$ cat config.mk
export PLATFORM = sky130hd
export DESIGN_NAME = reg_readout_serializer_flat
export DESIGN_NICKNAME = d
export VERILOG_FILES = /design/src/rtl/reg_readout_serializer_if.sv /design/src/rtl/reg_readout_serializer.sv /design/src/flat_wrapper.sv
export SDC_FILE = /design/constraint.sdc
export NUM_CORES = 1
export LEC_CHECK = 0
export CAP_MARGIN = 20
export CORE_MARGIN = 4
export CORE_UTILIZATION = 35
export CTS_CLUSTER_SIZE = 40
export DETAILED_ROUTE_END_ITERATION = 10
export HOLD_SLACK_MARGIN = 0.1
export PLACE_DENSITY = 0.62
export SLEW_MARGIN = 20
export SYNTH_ARGS = -nofsm -noshare
export SYNTH_HDL_FRONTEND = slang
export SYNTH_SLANG_ARGS = --single-unit
$ cat constraint.sdc
create_clock -name clk -period 3.7 [get_ports clk]
set_input_delay 0.37 -clock clk [delete_from_list [all_inputs] [get_ports clk]]
set_output_delay 0.37 -clock clk [all_outputs]
set_load 0.01 [all_outputs]
$ cat src/rtl/reg_readout_serializer_if.sv
// Serial readout link: one data bit with a valid/ready handshake.
// master drives the bit stream, slave applies backpressure.
interface reg_readout_serializer_if;
   logic sout;
   logic sout_valid;
   logic sout_ready;

   modport master (output sout, output sout_valid, input sout_ready);
   modport slave  (input sout, input sout_valid, output sout_ready);
endinterface

$ cat src/rtl/reg_readout_serializer.sv
// Snapshots one register word on start and streams it out one bit per accepted
// valid/ready transfer. It then pulses done and counts completed readouts.
module reg_readout_serializer #(
   parameter int unsigned WIDTH     = 16,
   parameter int unsigned LSB_FIRST = 1
) (
   input  logic                         clk,
   input  logic                         reset,
   input  logic [WIDTH-1:0]             din,
   input  logic                         start,
   reg_readout_serializer_if.master     link,
   output logic                         busy,
   output logic                         done,
   output logic [7:0]                   word_count
);

   localparam int unsigned CW = (WIDTH > 2) ? $clog2(WIDTH) : 1;
   localparam logic [CW-1:0] LAST_BIT = CW'(WIDTH - 1);

   typedef enum logic [1:0] {IDLE, SHIFT, DONE} state_t;

   state_t           state;
   logic [WIDTH-1:0] shreg;
   logic [CW-1:0]    bitcnt;
   logic             valid_q;

   // Zero fill means shreg is all zeros once a word has been shifted out, so
   // sout reads 0 in DONE/IDLE without extra gating.
   assign link.sout       = (LSB_FIRST != 0) ? shreg[0] : shreg[WIDTH-1];
   assign link.sout_valid = valid_q;

   always_ff @(posedge clk or negedge reset) begin
      if (!reset) begin
         state      <= IDLE;
         shreg      <= '0;
         bitcnt     <= '0;
         valid_q    <= 1'b0;
         busy       <= 1'b0;
         done       <= 1'b0;
         word_count <= '0;
      end else begin
         case (state)
            IDLE: begin
               done <= 1'b0;
               if (start) begin
                  shreg   <= din;
                  bitcnt  <= '0;
                  valid_q <= 1'b1;
                  busy    <= 1'b1;
                  state   <= SHIFT;
               end
            end
            SHIFT: begin
               if (link.sout_ready) begin
                  if (LSB_FIRST != 0)
                     shreg <= {1'b0, shreg[WIDTH-1:1]};
                  else
                     shreg <= {shreg[WIDTH-2:0], 1'b0};
                  bitcnt <= bitcnt + CW'(1);
                  if (bitcnt == LAST_BIT) begin
                     valid_q <= 1'b0;
                     done    <= 1'b1;
                     state   <= DONE;
                  end
               end
            end
            DONE: begin
               done       <= 1'b0;
               busy       <= 1'b0;
               word_count <= word_count + 8'd1;
               state      <= IDLE;
            end
            default: begin
               valid_q <= 1'b0;
               busy    <= 1'b0;
               done    <= 1'b0;
               state   <= IDLE;
            end
         endcase
      end
   end

endmodule

$ cat src/flat_wrapper.sv
// flat-port wrapper written by rule: the top's interface ports become plain ports
module reg_readout_serializer_flat 
#(
   parameter int unsigned WIDTH     = 16,
   parameter int unsigned LSB_FIRST = 1
)
  (clk, reset, din, start, busy, done, word_count, link_sout, link_sout_valid, link_sout_ready);
  reg_readout_serializer_if link_i ();
  input  logic clk;
  input  logic reset;
  input  logic [WIDTH-1:0] din;
  input  logic start;
  output logic busy;
  output logic done;
  output logic [7:0] word_count;
  output wire logic [$bits(link_i.sout)-1:0] link_sout;
  output wire logic [$bits(link_i.sout_valid)-1:0] link_sout_valid;
  input wire logic [$bits(link_i.sout_ready)-1:0] link_sout_ready;
  assign link_sout = link_i.sout;
  assign link_sout_valid = link_i.sout_valid;
  assign link_i.sout_ready = link_sout_ready;
  reg_readout_serializer #(.WIDTH(WIDTH), .LSB_FIRST(LSB_FIRST)) u_core (.clk(clk), .reset(reset), .din(din), .start(start), .link(link_i), .busy(busy), .done(done), .word_count(word_count));
endmodule
==> flow_summary_export.csv <==
group,metric,value,unit
min_path,hold_depth,1,
grt,grt_pass1_vias,1111,
sta,setup_violations,0,
drt,first_pass_iters,4,
logic_synthesis,synth_area_per_cell,12.88,sq um
min_path,hp-start,"u_core.word_count[7]",
cells_and_area,layout_common_cells,"dfrtp_1, clkdlybuf4s50_1, mux2_2, mux2_4",
sta,post-route-min-period,2.204,ns
cells_and_area,fin_nets,181,
clocking,clk_latency,0.27,ns
place,dp_hpwl,2083,microns
grt,grt_pass1_wl,4961,microns
power,powerDensity,595.4,nW/um^2
worst_setup_path,r2r_cells,3,
floorplan,initial_core_util,36.48,%
power,seqPwrFrac,44.6,%
logic_synthesis,synth_area,1610,sq um
cells_and_area,layout_commonest_cell,"dfrtp_1",
sta,hold_viol_final,0,
sta,finClkSkew,0.002067,ns
logic_synthesis,synthTopCellsByArea,"dfrtp_1, mux2_2, mux2_4",
power,irDropWorstVdd,0.2925,mV
clocking,hold_buffers,0,
drt,routedWlPerCell,14.39,microns
drt,antenna_left,0,
logic_synthesis,yosysWarnings,0,
logic_synthesis,synthCells,125,
logic_synthesis,ys_ff_latch,33,
cells_and_area,n_fill_cell,398,
floorplan,die_w,75.83,microns
logic_synthesis,syn_nets,147,
grt,grt_use_total,11.32,%
sta,fin_ws,1.496,ns
worst_setup_path,path_max_fanout,16,
floorplan,die_area,5750,sq um
place,placed_area,1956,sq um
logic_synthesis,yosysTopAreaCell,"dfrtp_1",
logic_synthesis,ys_seq_area_share,51.28,%
logic_synthesis,ys_types,28,
grt,grt_max_degree,34,
clocking,post-cts-setup-buffers,0,
clocking,numCtsBuffers,5,
cells_and_area,layout.cells.non_filler,211,
floorplan,fp.dieH,75.83,microns
floorplan,io_pins,32,
sta,max_freq,0.4537,GHz
worst_setup_path,reg2reg_to,"u_core.shreg[3]",
cells_and_area,drive_above_1_share,25.16,%
grt,antenna_found_initial,0,
sta,slew_headroom,37.77,%
clocking,clock_sinks,33,
place,pre_cts_slack,1.410,ns
drt,drt_wl_total,3036,microns
worst_setup_path,reg2reg_from,"u_core.state[0]",
worst_setup_path,start_kind,"flop",
power,p_leak,0.9598,nW
cells_and_area,regArea,825.8,sq um
drt,drc_errors,0,
logic_synthesis,synth.top_cell.area_share,51.28,%
place,place.port_buffers,31,
power,comb_power_share,33.5,%
cells_and_area,final_area,2042,sq um
clocking,cts_tree,"yes",
worst_setup_path,worstSetupPathType,"reg -> reg",
power,clkPwrFrac,21.9,%
drt,route.vias.total,1063,
cells_and_area,multi_input_area,735.7,sq um
sta,period_share,59.58,%
power,finalPower,1.216,mW
power,switching_share,27.52,%
worst_setup_path,required,3.86,ns
drt,via_per_inst,5.038,
place,place.gp.congestion,0.7899,
clocking,max-clock-path-buffers,2,
min_path,min_to,"u_core.word_count[7]",
min_path,hold_class,"reg -> reg",
grt,gr-total-overflow,0,
worst_setup_path,cp-end-kind,"flop",
drt,drt_iter0_markers,32,
clocking,htree_levels,2,
clocking,ctsResizeCount,0,
clocking,cts.clk_slew.worst_paths,0.06,ns
cells_and_area,finalCoreUtilization,46.26,%
floorplan,core_area,4414,sq um
place,dp.cells,204,
sta,whs,0.4723,ns
sta,slew_violations,0,
sta,rsz0062_at_grt,"false",
worst_setup_path,rrSetupSlack,1.50,ns
power,p_switching,0.3346,mW
cells_and_area,area_growth,26.81,%
clocking,cts_root_buf,"clkbuf_8",
worst_setup_path,cp_data_arrival_time,2.36,ns
power,p_int,0.8812,mW
sta,setup_tns,0,ns
cells_and_area,antenna_cells,0,
run,drv_cap,0,
sta,worst_pin_slew,0.9293,ns
outcome,status,"completed",
floorplan,num_rows,24,
logic make-up after synthesis:
logic type,Yosys count,share of synthesized area [%]
AO/OA/AOI/OAI,13,4.895
XOR/XNOR,7,3.807
multiplexers,34,25.64
AND/OR/NAND/NOR,28,9.636
flip-flops,33,51.28
buffers and inverters,8,3.186
adder cells (fa/ha/maj),2,1.554
worst max-delay path: stages, from the launching register on:
cell	delay, ns
dfrtp_1	0.57
nor2b_2	0.84
mux2_2	0.41
mux2_2	0.26
worst max-delay path by stage:
stage / from / end / slack, ns / depth (start not counted)
after floorplan: u_core.state[1] / u_core.shreg[10] / 2.22 / 5
after global placement: link_sout_ready / u_core.shreg[5] / 1.48 / 4
after detailed placement: link_sout_ready / u_core.shreg[6] / 1.41 / 4
after CTS: u_core.state[0] / u_core.shreg[3] / 1.48 / 3
after global routing: u_core.state[0] / u_core.shreg[3] / 1.33 / 3
final: u_core.state[0] / u_core.shreg[3] / 1.50 / 3
Yosys cell counts, drive strengths merged:
| cell type | number |
|---|---|
| o21a | 1 |
| or4 | 1 |
| ha | 2 |
| inv | 3 |
| nand4 | 5 |
| a22o | 2 |
| dfrtp | 33 |
| and4b | 1 |
| mux2 | 31 |
| a21oi | 3 |
| o21ai | 5 |
| xnor2 | 6 |
| nand2 | 6 |
| and3 | 1 |
| nand2b | 2 |
| xor2 | 1 |
| nor4 | 1 |
| o22ai | 1 |
| nand3 | 2 |
| buf | 5 |
| nor2b | 5 |
| o21bai | 1 |
| mux2i | 3 |
| nor2 | 4 |
power by group through the flow:
stage / combinational (mW) / clock (mW) / sequential (mW)
global placement: 0.401 / 0 / 0.544
detailed placement: 0.413 / 0 / 0.550
floorplan: 0.314 / 0 / 0.536
finish: 0.408 / 0.266 / 0.542
CTS: 0.415 / 0.276 / 0.543
global route: 0.447 / 0.294 / 0.559
flip-flops by register name, summed over array words and instances, names as in the netlist:
name / flops
u_core.bitcnt: 4
u_core.busy: 1
u_core.done: 1
u_core.link.sout_valid: 1
u_core.shreg: 16
u_core.state: 2
u_core.word_count: 8
routing by layer:
metal	vias to the layer above	part of all wire, %	track usage, %
met4	0	0.99	2.913
met5	-	0	0
li1	508	-	-
met2	27	47	17.97
met3	4	6.7	3.562
met1	524	46	15.02
layout make-up:
| cell class | count | area share, % |
|---|---|---|
| inverters | 3 | 0.5515 |
| multi-input cells | 84 | 36.03 |
| well taps | 52 | 3.186 |
| clock buffers | 7 | 4.228 |
| repair buffers | 32 | 15.56 |
| flip-flops and latches | 33 | 40.44 |
No activity file was read; power rests on OpenSTA's default activity.
